[src/rtl/vote_tally_auth.sv]
`default_nettype none
// ============================================================================
//  Module      : vote_tally_auth
//  Description : Ballot authentication and tally block. Latches three
//                enrolled encrypted credentials once, then takes ballots over
//                a valid/ready handshake, authenticates each one against the
//                enrolled set, rejects double votes and accumulates saturating
//                per-candidate tallies. One response code is returned per
//                ballot, three cycles after the handshake.
//  Revision    : 1.0 - initial release
// ============================================================================
module vote_tally_auth #(
    parameter int CNT_W    = 8,
    parameter int MAX_FAIL = 3
) (
    input  logic             clk,
    input  logic             rst,
    input  logic             enroll_load,
    input  logic [127:0]     enrolled_1,
    input  logic [127:0]     enrolled_2,
    input  logic [127:0]     enrolled_3,
    input  logic             close_poll,
    input  logic             vote_valid,
    output logic             vote_ready,
    input  logic [127:0]     vote_cred,
    input  logic [1:0]       vote_cand,
    output logic             resp_valid,
    output logic [1:0]       resp_code,
    output logic [CNT_W-1:0] tally_0,
    output logic [CNT_W-1:0] tally_1,
    output logic [CNT_W-1:0] tally_2,
    output logic [CNT_W-1:0] tally_3,
    output logic [2:0]       voted_mask,
    output logic             enrolled,
    output logic             closed,
    output logic             locked
);

    typedef enum logic [1:0] {
        IDLE   = 2'd0,
        CHECK  = 2'd1,
        COMMIT = 2'd2,
        RESP   = 2'd3
    } state_t;

    localparam logic [1:0] c_code_ok      = 2'b00;
    localparam logic [1:0] c_code_unknown = 2'b01;
    localparam logic [1:0] c_code_dup     = 2'b10;
    localparam logic [1:0] c_code_reject  = 2'b11;

    // Fail counter is 4 bits wide, enough for the 1..15 lock threshold.
    localparam logic [4:0] c_fail_limit = 5'(MAX_FAIL);
    localparam logic [CNT_W-1:0] c_cnt_max = {CNT_W{1'b1}};
    localparam logic [CNT_W-1:0] c_cnt_one = CNT_W'(1);

    state_t             state_q, state_d;

    logic               enrolled_q;
    logic [127:0]       cred1_q, cred2_q, cred3_q;
    logic               closed_q;
    logic               locked_q;
    logic [3:0]         fail_q;
    logic [2:0]         voted_q;
    logic [CNT_W-1:0]   tally_q [4];

    logic [127:0]       ballot_cred_q;
    logic [1:0]         ballot_cand_q;
    logic [1:0]         code_q, code_d;
    logic [2:0]         voter_q, voter_d;     // one-hot matched voter

    logic               w_take;
    logic [2:0]         w_match;
    logic [2:0]         w_hit;
    logic               w_already;
    logic               w_enroll;
    logic [4:0]         w_fail_next;

    // Raw 128-bit credential comparisons against the enrolled set.
    assign w_match = {ballot_cred_q == cred3_q,
                      ballot_cred_q == cred2_q,
                      ballot_cred_q == cred1_q};

    // Duplicate enrolled credentials resolve to the lowest voter index.
    assign w_hit = {w_match[2] & ~w_match[1] & ~w_match[0],
                    w_match[1] & ~w_match[0],
                    w_match[0]};

    assign w_already   = |(w_hit & voted_q);
    assign w_enroll    = enroll_load && !enrolled_q && (state_q == IDLE);
    assign w_fail_next = {1'b0, fail_q} + 5'd1;

    // State register.
    always_ff @(posedge clk) begin
        if (rst) begin
            state_q <= IDLE;
        end else begin
            state_q <= state_d;
        end
    end

    // Next-state logic, handshake/response strobes and ballot classification.
    always_comb begin
        state_d    = state_q;
        vote_ready = 1'b0;
        resp_valid = 1'b0;
        w_take     = 1'b0;
        code_d     = code_q;
        voter_d    = voter_q;
        case (state_q)
            IDLE: begin
                vote_ready = enrolled_q;
                if (vote_valid && enrolled_q) begin
                    w_take  = 1'b1;
                    state_d = CHECK;
                end
            end
            CHECK: begin
                voter_d = w_hit;
                if (closed_q || locked_q) begin
                    code_d = c_code_reject;
                end else if (w_match == 3'b000) begin
                    code_d = c_code_unknown;
                end else if (w_already) begin
                    code_d = c_code_dup;
                end else begin
                    code_d = c_code_ok;
                end
                state_d = COMMIT;
            end
            COMMIT: begin
                state_d = RESP;
            end
            RESP: begin
                resp_valid = 1'b1;
                state_d    = IDLE;
            end
            default: begin
                state_d = IDLE;
            end
        endcase
    end

    // Enrollment capture, poll close, ballot latch and commit-time updates.
    always_ff @(posedge clk) begin
        if (rst) begin
            enrolled_q    <= 1'b0;
            cred1_q       <= '0;
            cred2_q       <= '0;
            cred3_q       <= '0;
            closed_q      <= 1'b0;
            locked_q      <= 1'b0;
            fail_q        <= '0;
            voted_q       <= '0;
            ballot_cred_q <= '0;
            ballot_cand_q <= '0;
            code_q        <= c_code_ok;
            voter_q       <= '0;
            for (int i = 0; i < 4; i++) begin
                tally_q[i] <= '0;
            end
        end else begin
            closed_q <= closed_q | close_poll;
            code_q   <= code_d;
            voter_q  <= voter_d;

            // Credentials are frozen after the first capture until reset.
            if (w_enroll) begin
                cred1_q    <= enrolled_1;
                cred2_q    <= enrolled_2;
                cred3_q    <= enrolled_3;
                enrolled_q <= 1'b1;
            end

            if (w_take) begin
                ballot_cred_q <= vote_cred;
                ballot_cand_q <= vote_cand;
            end

            if (state_q == COMMIT) begin
                case (code_q)
                    c_code_ok: begin
                        voted_q <= voted_q | voter_q;
                        if (tally_q[ballot_cand_q] != c_cnt_max) begin
                            tally_q[ballot_cand_q] <= tally_q[ballot_cand_q] + c_cnt_one;
                        end
                    end
                    c_code_unknown: begin
                        // Once locked, later ballots classify as rejected, so
                        // the counter cannot run past the limit.
                        if (fail_q != 4'hF) begin
                            fail_q <= w_fail_next[3:0];
                        end
                        if (w_fail_next >= c_fail_limit) begin
                            locked_q <= 1'b1;
                        end
                    end
                    default: begin
                    end
                endcase
            end
        end
    end

    assign resp_code  = code_q;
    assign tally_0    = tally_q[0];
    assign tally_1    = tally_q[1];
    assign tally_2    = tally_q[2];
    assign tally_3    = tally_q[3];
    assign voted_mask = voted_q;
    assign enrolled   = enrolled_q;
    assign closed     = closed_q;
    assign locked     = locked_q;

endmodule
`default_nettype wire

[config.mk]
export PLATFORM = sky130hd
export DESIGN_NAME = vote_tally_auth
export DESIGN_NICKNAME = d
export VERILOG_FILES = /design/src/rtl/vote_tally_auth.sv
export SDC_FILE = /design/constraint.sdc
export NUM_CORES = 1
export LEC_CHECK = 0
export CORE_UTILIZATION = 30
export CTS_CLUSTER_SIZE = 16
export DETAILED_ROUTE_END_ITERATION = 6
export SYNTH_ARGS = -nofsm -noshare
export SYNTH_HDL_FRONTEND = slang
export SYNTH_SLANG_ARGS = --single-unit
[constraint.sdc]
create_clock -name clk -period 5.74 [get_ports clk]
set_clock_uncertainty 0.15 [all_clocks]
set_input_delay 1.148 -clock clk [delete_from_list [all_inputs] [get_ports clk]]
set_output_delay 1.148 -clock clk [all_outputs]
set_load 0.01 [all_outputs]
==> results.md, run 1 <==
* Status: completed
* WP data required at roughly 6 ns
* Async SR Flop Fraction at 0
* Die height at approximately 280 um
* Fmax at 285.9 MHz
* Setup bufs post-CTS at 0
* DRC Markers at 0
* Core area at 78870 um^2
* Netlist cell types at 41
* Post-Syn Nets at 3490
* Clock Sinks at 565
* Remaining antenna violation count at 0
* CP Capture Type: register
* Clk pin slew, worst setup/hold paths at 0.06 ns
* Die area at ~80000 um^2
* Peak VDD IR at about 0.25 mV
* Max Slew Vio Count at 0
* TritonCTS clock tree: yes
* Post-Synthesis Cells at 2964
* Final Setup Violations at 0
* Gpl congestion at between 0.9 and 1
* Max Cap Viol at 0
* WL per Instance at between 20 and 30 um
* Startpoint Class: register
* Fill cells at 8160
* First-pass GRT wire length at 159.5 mm
* All-Layer GR Usage at 0.2795
* Min cycle time layout at 3.498 ns
* Port-buffer cells at 560
* Final period utilization at 0.6093
* Initial DRT Pass Iterations at 5
* Max clock buf depth at 3
* CTS Buf Count at 68
* Detailed Route Iter0 Violations at 2217
* IO Count at 561
* Ys flop type: dfxtp_1
* Min-Delay Path Class: reg -> reg
* Area Overhead vs Synth at 37.71%
* Hold slack at 0.3149 ns
* Final wirelength at between 100 and 150 mm
* Fraction of layout instances using a drive strength above 1 at 0.04103
* Die Width at between 200 and 300 um
* H-tree depth at 3
* Slack of the worst reg-to-reg path at ~2.2 ns
* Total number of vias at around 23000
* Number of global-route vias before repair at 21820
* Worst Max-Slew Pin Slew at 1.223 ns
* Post-synthesis register bit count at 565
* Clock tree root driver cell: clkbuf_16
* Vias per cell at ~5.0
* Largest net degree at the start of global routing at 204
* Mapped Area at 23890 um^2
* P_leak at approximately 12 nW
* Kind of critical path: reg -> reg
* Post-CTS Hold Buffers at 0
* Worst-skew pair later-pin latency at approximately 0.63 ns
* Mapped Avg Cell Area at just over 8 um^2
* GRT Residual Overflow at 0
* Seq pwr share at 0.366
* PwrDens at ~420 nW/um^2
* Post-CTS sizing at 0
* Sw Ratio at 0.3666
* Post-synthesis sequential area ratio at 0.4869
* Setup TNS at 0 ns
* HPWL after DPL at about 91 mm
* Fin. Hold Viols at 0
* Nets at ~4000
* Crit path arrival time at roughly 3.6 ns
* Effective utilization at floorplan at 0.3029
* Cell-internal power at 0.008837 W
* Post-synth EDFFs at 32
* Synth warn at 0
* RSZ-0062 raised after global routing: no
* Sw Pwr at 0.005116 W
* Slew headroom at 0.1771
* FP Rows at just over 100
* Clk network pwr share at 0.340
* Comb power frac at 0.294
* Antenna violations before repair at 31
* Worst Path Max Fanout at 11
[worst paths after layout]
kind,from,to,cells past startpoint
worst max-delay path,register,tally_q[2][2]$_SDFFCE_PN0P_,7
worst min register to register,cred2_q[30]$_SDFFE_PP0P_,cred2_q[30]$_SDFFE_PP0P_,2
worst min-delay path,cred2_q[30]$_SDFFE_PP0P_,cred2_q[30]$_SDFFE_PP0P_,2
worst max register to register,register,tally_q[2][2]$_SDFFCE_PN0P_,7
[layer usage]
metal  global-route usage  up-vias  share of wire
met5                    0        -         0.0013
met3              0.05995      189          0.081
met2               0.4474     1027           0.46
met1               0.3588    10890           0.41
met4               0.1274       26          0.040
li1                     -    10670              -
[power by group through the flow]
stage          registers, W  clock network (W)  logic (W)
4_1_cts             0.00510            0.00481    0.00406
3_5_place_dp        0.00518                  0    0.00405
5_1_grt             0.00517            0.00497    0.00432
6_report            0.00511            0.00475    0.00410
2_1_floorplan       0.00498                  0    0.00219
3_3_place_gp        0.00517                  0    0.00404
[logic make-up after synthesis]
logic type | Yosys count | share of synthesized area
adder cells (fa/ha/maj) | 7 | 0.003666
AND/OR/NAND/NOR | 1266 | 0.2155
multiplexers | 8 | 0.007542
XOR/XNOR | 378 | 0.1386
AO/OA/AOI/OAI | 546 | 0.1170
flip-flops | 565 | 0.4869
buffers and inverters | 194 | 0.03075
[sequential cells by signal (all words and copies together) (netlist names), named ones only]
signal,flops
state_q,2
ballot_cand_q,2
voter_q,3
resp_code,2
tally_q,32
enrolled,1
ballot_cred_q,128
closed,1
voted_mask,3
cred2_q,128
cred3_q,128
fail_q,4
locked,1
cred1_q,128
[cell usage in the layout, fill, tap and decap left out, types with 3 or more instances in the layout]
master and n:
clkinv_2 11, clkinv_1 3, nor2_1 58, dfxtp_1 533, xnor2_1 234, clkdlybuf4s50_1 559, clkbuf_16 69, mux4_2 8
diode_2 16, nand4_1 70, clkinv_8 3, inv_1 15, ha_1 7, nor2b_1 10, edfxtp_1 32, o22ai_1 4
buf_12 10, clkbuf_1 10, a2111o_1 3, nand2_1 1047, bufinv_16 12, nor4_1 52, buf_4 7, a21oi_1 525
clkbuf_8 8, nand3_1 8, xor2_1 144, nand2b_1 6
[synthesized netlist by cell type, drive strengths merged, types with 2 or more instances]
master | instances | area share
o31ai | 2 | 0.00063
a211oi | 2 | 0.00063
nor2 | 59 | 0.0093
nor2b | 10 | 0.0026
nand2 | 1048 | 0.16
buf | 11 | 0.0020
xor2 | 144 | 0.053
edfxtp | 32 | 0.040
nand2b | 6 | 0.0016
ha | 7 | 0.0037
a2111o | 3 | 0.0014
nand4 | 70 | 0.018
nand3b | 2 | 0.00063
or2 | 3 | 0.00079
a21oi | 525 | 0.11
o22ai | 4 | 0.0010
a31oi | 2 | 0.00052
xnor2 | 234 | 0.086
nor4 | 53 | 0.014
nand3 | 9 | 0.0021
a311oi | 2 | 0.00073
inv | 15 | 0.0024
clkbuf | 168 | 0.026
mux4 | 8 | 0.0075
dfxtp | 533 | 0.45
[worst max-delay path, stage by stage (launching register included)]
cell      delay, ns
dfxtp_1        0.63
mux4_2         0.66
ha_1           0.28
nand2_1        0.09
o31ai_1        0.09
or2_1          0.40
or3b_1         0.53
nand2b_1       0.33
[per-stage QoR]
| step | setup WS, ns | util | power [W] | cell area [um^2] | std cells |
|---|---|---|---|---|---|
| 2_1_floorplan | 2.741 | - | 0.007169 | 23890 | 2964 |
| 3_3_place_gp | 2.282 | 0.3856 | 0.009209 | 30420 | 4412 |
| 3_5_place_dp | 2.227 | 0.3856 | 0.009227 | 30420 | 4412 |
| 4_1_cts | 2.213 | 0.4166 | 0.01397 | 32860 | 4535 |
| 5_1_grt | 2.019 | 0.4170 | 0.01446 | 32890 | 4548 |
| 6_report | 2.242 | 0.4171 | 0.01395 | 32900 | 4551 |
[cell type report]
type                            instances  area (um^2)  share of cell area
Clock inverter                         36        566.8             0.01723
Timing Repair Buffer                  577         5863              0.1782
Clock buffer                           87         1874             0.05698
Sequential cell                       565        11630              0.3536
Tap cell                             1050         1314             0.03994
Inverter                               15        56.30            0.001712
Antenna cell                           16        40.04            0.001217
Multi-Input combinational cell       2205        11550              0.3511
Power figures use the tool's default switching activity.
==> run 2: changes to the inputs <==
- clock period: 5.74 -> 2.8 ns (I/O delays scaled with it)
==> run 2 against run 1 <==
Via count up 2.7%. Sequential cell count did not move. Wire length up 0.22%. Utilization up 1.7 points. Global-route usage rose by 0.10 points. Final cell count is 3.7% higher. Sequential share of layout area fell by 1.4 points. Critical path depth stayed put. Non-clock buffer count grew 187. Sequential power is 100% higher. Critical endpoint unchanged.
==> results.md, run 2 (synthesized netlist as in run 1, its figures left out) <==
* Initial DRT Pass Iterations at 6 (+1)
* Gpl congestion at 0.9958 (+3.7%)
* FP Rows at 103 (unchanged)
* IO Count at 561 (unchanged)
* Vias per cell at 4.965 (-0.90%)
* Clk pin slew, worst setup/hold paths at 0.06 ns (about the same)
* Startpoint Class: register
* Commonest non-fill, non-tap cell in the layout: nand2_1
* Peak VDD IR at 0.4156 mV (+67%)
* Area Overhead vs Synth at 43.47%
* Max Slew Vio Count at 0 (unchanged)
* R2R cell count at 7 (unchanged)
* Antenna violations before repair at 10 (-68%)
* TritonCTS clock tree: yes
* Largest net degree at the start of global routing at 208 (+2.0%)
* CP Capture Type: register
* Final wirelength at 116.9 mm (+0.22%)
* Total Power at 0.02916 W (+110%)
* Crit path arrival time at 2.87 ns (-0.75 ns)
* Setup bufs post-CTS at 0 (unchanged)
* Nets at 4144 (+4.7%)
* P_leak at 12.88 nW (+7.5%)
* Post-Place Setup Slack at 0.09151 ns (-2.135 ns)
* Total number of vias at 23430 (+2.7%)
* Die height at 284.2 um (unchanged)
* DRC Markers at 0 (unchanged)
* Max clock buf depth at 3 (unchanged)
* Hold slack at 0.1298 ns (-0.1851 ns)
* Worst Path Max Fanout at 8 (-3)
* Final period utilization at 0.9657 (+0.3564)
* Final WS setup at 0.09598 ns (-2.146 ns)
* Min cycle time layout at 2.704 ns (-0.7936 ns)
* Hold depth at 2 (unchanged)
* Detailed Route Iter0 Violations at 2199 (-0.81%)
* WL per Instance at 24.77 um (-3.3%)
* Commonest non-fill, non-tap cells in the layout: nand2_1, clkdlybuf4s50_1, dfxtp_1
* Status: completed
* HPWL after DPL at 93.45 mm (+2.8%)
* Core area at 78870 um^2 (unchanged)
* Max Cap Viol at 0 (unchanged)
* Clock Sinks at 565 (unchanged)
* Fin. Hold Viols at 0 (unchanged)
* CTS Buf Count at 67 (-1.5%)
* Slew headroom at 0.2263 (+0.04913)
* Worst Max-Slew Pin Slew at 1.161 ns (-0.06242 ns)
* Kind of critical path: reg -> reg
* PwrDens at 850.9 nW/um^2 (+100%)
* First-pass GRT wire length at 161.3 mm (+1.1%)
* Effective utilization at floorplan at 0.3029 (unchanged)
* Clock tree root driver cell: clkbuf_16
* Remaining antenna violation count at 0 (unchanged)
* GRT Residual Overflow at 0 (unchanged)
* All-Layer GR Usage at 0.2805 (+0.001002)
* Die area at 80760 um^2 (unchanged)
* H-tree depth at 3 (unchanged)
* Port-buffer cells at 560 (unchanged)
* Worst-skew pair later-pin latency at 0.63 ns (about the same)
* Final Setup Violations at 0 (unchanged)
* Fmax at 369.8 MHz (+29%)
* WP data required at 2.97 ns (-2.89 ns)
* Fraction of layout instances using a drive strength above 1 at 0.08979 (+0.04876)
* Number of global-route vias before repair at 22590 (+3.5%)
* Die Width at 284.2 um (unchanged)
* Min-Delay Path Class: in -> reg
-- run 2: worst paths after layout --
path                                               start                     endpoint  slack, ns
worst max-delay path             state_q[0]$_SDFFE_PP0P_  tally_q[2][2]$_SDFFCE_PN0P_        0.1
worst min-delay path                                 rst   voted_mask[1]$_SDFFE_PP0P_       0.13
worst max register to register   state_q[0]$_SDFFE_PP0P_  tally_q[2][2]$_SDFFCE_PN0P_        0.1
worst min register to register  cred3_q[26]$_SDFFE_PP0P_     cred3_q[26]$_SDFFE_PP0P_       0.31
-- run 2: area by class of cell --
cell class	count	area [um^2]
Fill cell	8057	44600
Tap cell	1050	1314
Clock inverter	24	331.6
Inverter	15	56.30
Clock buffer	91	1877
Timing Repair Buffer	764	7455
Multi-Input combinational cell	2205	11600
Sequential cell	565	11630
Antenna cell	4	10.01
-- run 2: power by group --
part           switching [W]  leakage, nW  total, W  internal (W)
Sequential           0.00103         4.68    0.0103       0.00929
Clock                0.00374         1.09   0.00895       0.00521
Combinational        0.00597         7.11   0.00989       0.00392
-- run 2: metrics by stage --
step	std cells	util	instance area [um^2]	setup TNS, ns
6_report	4718	0.4345	34270	0
5_1_grt	4718	0.4345	34270	-0.02712
4_1_cts	4714	0.4340	34230	0
3_5_place_dp	4599	0.4059	32010	0
3_3_place_gp	4599	0.4059	32010	0
2_1_floorplan	2964	-	23900	0
-- run 2: timing repair --
| action | 4_1_cts | 5_1_grt |
|---|---|---|
| hold buffers | 0 | 0 |
| gates cloned | 0 | 0 |
| pin swaps | 0 | 0 |
| setup endpoints to repair | 1 | 34 |
| gates resized for setup | 2 | 6 |
-- run 2: critical path: stages, from the launching register on --
cell and delay (ns):
dfxtp_1 0.33, inv_1 0.15, ha_1 0.23, nor3b_1 0.50, o31ai_1 0.19, or2_1 0.29
or3b_1 0.43, nand2b_4 0.15
-- run 2: metal layers --
metal / routed length (um) / track usage / part of all wire / up-vias
met4: 4080 / 0.09583 / 0.035 / 10
met2: 54210 / 0.4576 / 0.46 / 1006
met5: 65 / 0 / 0.00056 / -
li1: - / - / - / 11020
met1: 48920 / 0.3667 / 0.42 / 11220
met3: 9587 / 0.05738 / 0.082 / 168
